## config.mk

```make
export PLATFORM = sky130hd
export DESIGN_NAME = router_out_fifo_flat
export DESIGN_NICKNAME = d
export VERILOG_FILES = /design/src/rtl/router_out_fifo_if.sv /design/src/rtl/router_out_fifo.sv /design/src/flat_wrapper.sv
export SDC_FILE = /design/constraint.sdc
export NUM_CORES = 1
export LEC_CHECK = 0
export ABC_AREA = 0
export CAP_MARGIN = 20
export CORE_ASPECT_RATIO = 1.75
export CORE_MARGIN = 2
export CORE_UTILIZATION = 60
export DETAILED_ROUTE_END_ITERATION = 7
export PLACE_DENSITY = 0.86
export REMOVE_ABC_BUFFERS = 1
export SLEW_MARGIN = 0
export SYNTH_ARGS = -nofsm -noshare
export SYNTH_HDL_FRONTEND = slang
export SYNTH_SLANG_ARGS = --single-unit
```

## constraint.sdc

```tcl
create_clock -name clock -period 3.7 [get_ports clock]
set_clock_uncertainty 0.05 [all_clocks]
set_input_delay 0.74 -clock clock [delete_from_list [all_inputs] [get_ports clock]]
set_output_delay 0.74 -clock clock [all_outputs]
set_load 0.005 [all_outputs]
```

## src/rtl/router_out_fifo_if.sv

```systemverilog
// Byte-stream handshake between the register stage/controller, the output FIFO and the destination reader.
interface router_out_fifo_if #(
    parameter int WIDTH = 8
);
    logic             write_enb;
    logic             read_enb;
    logic             lfd_state;
    logic [WIDTH-1:0] data_in;
    logic             full;
    logic             empty;
    logic [WIDTH-1:0] data_out;

    modport master (
        output write_enb, read_enb, lfd_state, data_in,
        input  full, empty, data_out
    );

    modport slave (
        input  write_enb, read_enb, lfd_state, data_in,
        output full, empty, data_out
    );
endinterface

```

## src/rtl/router_out_fifo.sv

```systemverilog
// Per-destination router output FIFO with header-length tracking that releases data_out between packets.
// Optional macro ROUTER_OUT_FIFO_TRISTATE_EN: released/reset data_out is driven to Z instead of 0.
module router_out_fifo #(
    parameter int WIDTH  = 8,
    parameter int DEPTH  = 16,
    parameter int ADDR_W = 4
) (
    input  logic                   clock,
    input  logic                   resetn,
    input  logic                   soft_reset,
    router_out_fifo_if.slave       bus
);
    localparam int PTR_W = ADDR_W + 1;
    localparam int CNT_W = WIDTH - 1;

    logic [WIDTH:0]   r_mem [DEPTH];
    logic [PTR_W-1:0] r_wr_ptr;
    logic [PTR_W-1:0] r_rd_ptr;
    logic [CNT_W-1:0] r_count;
    logic [WIDTH-1:0] r_data_out;

    logic             w_full;
    logic             w_empty;
    logic             w_wr_en;
    logic             w_rd_en;
    logic [WIDTH:0]   w_rd_entry;

    assign w_empty    = (r_wr_ptr == r_rd_ptr);
    assign w_full     = (r_wr_ptr[ADDR_W] != r_rd_ptr[ADDR_W]) &&
                        (r_wr_ptr[ADDR_W-1:0] == r_rd_ptr[ADDR_W-1:0]);
    assign w_wr_en    = bus.write_enb && !w_full;
    assign w_rd_en    = bus.read_enb && !w_empty;
    assign w_rd_entry = r_mem[r_rd_ptr[ADDR_W-1:0]];

    assign bus.full   = w_full;
    assign bus.empty  = w_empty;

    // Storage, pointers, packet length counter and registered read data.
    always_ff @(posedge clock) begin
        if (!resetn) begin
            r_wr_ptr   <= {PTR_W{1'b0}};
            r_rd_ptr   <= {PTR_W{1'b0}};
            r_count    <= {CNT_W{1'b0}};
            r_data_out <= {WIDTH{1'b0}};
            for (int i = 0; i < DEPTH; i++) begin
                r_mem[i] <= {(WIDTH+1){1'b0}};
            end
        end else if (soft_reset) begin
            // Only the header flags must be scrubbed so stale headers cannot reload the count.
            r_wr_ptr   <= {PTR_W{1'b0}};
            r_rd_ptr   <= {PTR_W{1'b0}};
            r_count    <= {CNT_W{1'b0}};
            r_data_out <= {WIDTH{1'b0}};
            for (int i = 0; i < DEPTH; i++) begin
                r_mem[i][WIDTH] <= 1'b0;
            end
        end else begin
            if (w_wr_en) begin
                r_mem[r_wr_ptr[ADDR_W-1:0]] <= {bus.lfd_state, bus.data_in};
                r_wr_ptr                    <= r_wr_ptr + PTR_W'(1);
            end else begin
                r_wr_ptr <= r_wr_ptr;
            end

            if (w_rd_en) begin
                r_data_out <= w_rd_entry[WIDTH-1:0];
                r_rd_ptr   <= r_rd_ptr + PTR_W'(1);
                // Header carries payload length in its upper bits; +1 covers the parity byte.
                if (w_rd_entry[WIDTH]) begin
                    r_count <= {1'b0, w_rd_entry[WIDTH-1:2]} + CNT_W'(1);
                end else if (r_count != {CNT_W{1'b0}}) begin
                    r_count <= r_count - CNT_W'(1);
                end else begin
                    r_count <= r_count;
                end
            end else if (r_count == {CNT_W{1'b0}}) begin
                r_data_out <= {WIDTH{1'b0}};
            end else begin
                r_data_out <= r_data_out;
            end
        end
    end

`ifdef ROUTER_OUT_FIFO_TRISTATE_EN
    logic r_oe;

    // Output enable follows the same release rule as r_data_out.
    always_ff @(posedge clock) begin
        if (!resetn) begin
            r_oe <= 1'b0;
        end else if (soft_reset) begin
            r_oe <= 1'b0;
        end else if (w_rd_en) begin
            r_oe <= 1'b1;
        end else if (r_count == {CNT_W{1'b0}}) begin
            r_oe <= 1'b0;
        end else begin
            r_oe <= r_oe;
        end
    end

    assign bus.data_out = r_oe ? r_data_out : {WIDTH{1'bz}};
`else
    assign bus.data_out = r_data_out;
`endif

endmodule

```

## src/flat_wrapper.sv

```systemverilog
// flat-port wrapper written by rule: the top's interface ports become plain ports
module router_out_fifo_flat 
#(
    parameter int WIDTH  = 8,
    parameter int DEPTH  = 16,
    parameter int ADDR_W = 4
)
  (clock, resetn, soft_reset, bus_write_enb, bus_read_enb, bus_lfd_state, bus_data_in, bus_full, bus_empty, bus_data_out);
  router_out_fifo_if #(.WIDTH(WIDTH)) bus_i ();
  input  logic clock;
  input  logic resetn;
  input  logic soft_reset;
  input wire logic [$bits(bus_i.write_enb)-1:0] bus_write_enb;
  input wire logic [$bits(bus_i.read_enb)-1:0] bus_read_enb;
  input wire logic [$bits(bus_i.lfd_state)-1:0] bus_lfd_state;
  input wire logic [$bits(bus_i.data_in)-1:0] bus_data_in;
  output wire logic [$bits(bus_i.full)-1:0] bus_full;
  output wire logic [$bits(bus_i.empty)-1:0] bus_empty;
  output wire logic [$bits(bus_i.data_out)-1:0] bus_data_out;
  assign bus_i.write_enb = bus_write_enb;
  assign bus_i.read_enb = bus_read_enb;
  assign bus_i.lfd_state = bus_lfd_state;
  assign bus_i.data_in = bus_data_in;
  assign bus_full = bus_i.full;
  assign bus_empty = bus_i.empty;
  assign bus_data_out = bus_i.data_out;
  router_out_fifo #(.WIDTH(WIDTH), .DEPTH(DEPTH), .ADDR_W(ADDR_W)) u_core (.clock(clock), .resetn(resetn), .soft_reset(soft_reset), .bus(bus_i));
endmodule
```

==> run metrics <==
status completed; Detailed Place HPWL 12.9 mm; routed vias about 5000; Post-Synthesis Cells 604; Max Cap Viol 0; arrival time worst endpoint 3.12 ns; IO Pins 24; initial DRC count 610; post-CTS setup buffers 0; Hold Slack ~0.42 ns; CTS Buf Count 17; RSZ-0062 raised after global routing false; most frequent cell after synthesis edfxtp_1; Critical path buffers and inverters 1; Area contributors post-synth edfxtp_1 54%, mux4_2 11%, and2_1 9.2%; DR vias/cell roughly 6.2; # diodes 0; Post-Syn Area per Cell ~13 um2; Placement Rows 56; drt wl/cell about 23 um; Die Ht around 160 um; starting density of the core 0.608; vias in the first global route just over 5000; Layout Cells excl Fill roughly 810; post_cts resized 0; clock-pin slew on the worst setup and hold paths approximately 0.070 ns; synth warn 0; Yosys top cell area share 0.537; CP peak stage delay 0.62 ns; die area about 0.014 mm2; Routability Congestion about 0.92; CP top delay family flip-flops; sequential area share after synthesis 0.609; mapped cell area between 0.008 and 0.009 mm2; Synth top cells by count 144 x edfxtp_1, 119 x and2_1, 40 x mux4_2, 34 x nand2_1; worst hold path type flip-flop to flip-flop; final setup TNS 0 ns; worst vdd ir 0.304 mV; Worst-Skew Late Latency about 0.43 ns; buffers added on ports 23; fmax roughly 340 MHz; Slowest-stage cell, CP dfxtp_2; clk sinks 173; pre-CTS WS 0.679 ns; Synth area leader edfxtp_1; CTS root buf clkbuf_16; Post-synth EDFFs ~140; Final ANT Viol Nets 0; final-report hold violation count 0; H-Tree Level Count 4; critical path class flip-flop to flip-flop; critical path required time ~3.9 ns; nets between 600 and 700; Total Routed Length around 19 mm; share of cells above drive strength 1 0.146; fin. max-slew vios 0; Worst setup EP type flip-flop; Post-synth ARST share 0; PwrDens about 460 mW/mm2; Max-slew headroom 0.368; Clock Tree Buf Depth 2; Placed Instances ~800; Synth Flop Type edfxtp_1; Cell variety after synth 39; pin count of the biggest net entering global routing 37; Max Fanout on Critical Path 11; critical path startpoint category flip-flop; CTS Hold Buffers Added 0; Congestion Overflow GR 0; Worst Max-Slew Pin Slew around 0.95 ns; initial antenna violation count 0; Synth Register Bits 173; static leakage ~0.0033 uW; crit path cell chain buf_4 > mux4_2 > a22oi_1 > nand2_1 > ha_1 > and3_1 > xnor2_1 > o22ai_1; Final Cycle Share 0.784; layout filler cell count 839; die extent in x 91.6 um; Period minus WS final ~2.9 ns; first-pass GRT wire length approximately 28 mm; setup slack after layout approximately 0.8 ns; Residual DRC 0; Initial DRT Pass Iterations 5; Tot GR Track Use 0.272; final setup vio count 0; Area Overhead vs Synth 12.8%; core area 0.0132 mm2; CTS tree built
-- cell families after synthesis --
group	synth area share
and+or+nand+nor	0.176
adders and majority gates	0.0109
buffers and inverters	0.0256
xor gates and xnor gates	0.0185
muxes	0.114
AOI/OAI and AO/OA	0.0460
DFF	0.609
-- metal layers --
layer  vias to the layer above  global-route usage  part of all wire  routed length (um)
met5                         -                   0                 0                   0
met4                         0               0.169             0.057                1060
met3                        56              0.0488             0.049                 909
met2                       235               0.489              0.55               10200
met1                      2483               0.295              0.35                6470
li1                       2264                   -                 -                   -
-- worst reg2reg max path, delay by kind of cell (launching register included) --
kind | cells | cell delay [ns]
AOI/OAI and AO/OA | 2 | 0.44
xor gates and xnor gates | 1 | 0.14
adders and majority gates | 1 | 0.26
buffers and inverters | 1 | 0.31
DFF | 1 | 0.62
muxes | 1 | 0.55
and+or+nand+nor | 2 | 0.37
-- layout make-up --
type	instances	area [um2]	area share
tap	174	218	0.0240
inverter	4	15.0	0.00165
clock buffer	21	482	0.0530
sequential	173	4910	0.540
clock inverter	11	120	0.0132
multi-input combinational	384	2950	0.324
timing repair buffer	44	400	0.0441
-- power breakdown --
group,switching [uW],total (uW),internal (uW)
Sequential,26.5,2190,2160
Combinational,132,215,82.6
Clock,784,1810,1030
Total,942,4210,3270
-- registers in the layout (all words and copies together) (netlist names), named ones only --
name	flops
u_core.bus.data_out	8
u_core.r_count	7
u_core.r_mem	144
u_core.r_rd_ptr	5
u_core.r_wr_ptr	5
-- worst paths after layout --
path | startpoint | to | slack, ns | cells past startpoint
worst min register to register | u_core.bus.data_out[6]$_SDFFE_PP0P_ | u_core.bus.data_out[6]$_SDFFE_PP0P_ | 0.42 | 2
worst max register to register | flip-flop | u_core.r_count[4]$_SDFFE_PP0P_ | 0.80 | 8
worst min-delay path | u_core.bus.data_out[6]$_SDFFE_PP0P_ | u_core.bus.data_out[6]$_SDFFE_PP0P_ | 0.42 | 2
worst max-delay path | flip-flop | u_core.r_count[4]$_SDFFE_PP0P_ | 0.80 | 8
-- metrics by stage --
step           area [um2]  utilization  power (uW)
2_1_floorplan        7870            -        2330
3_3_place_gp         8480        0.641        2430
3_5_place_dp         8480        0.641        2440
4_1_cts              9090        0.686        4210
5_1_grt              9090        0.686        4300
6_report             9090        0.686        4210
-- placed cells by master (no fill, tap or decap), drive strengths merged, types with 21 or more instances in the layout --
cell / n
edfxtp: 144
mux4: 40
clkbuf: 21
nand2: 34
and2: 119
and3: 31
dfxtp: 29
buf: 21
clkdlybuf4s50: 23
nor2: 29
o21ai: 30
No activity file was read; power rests on OpenSTA's default activity.
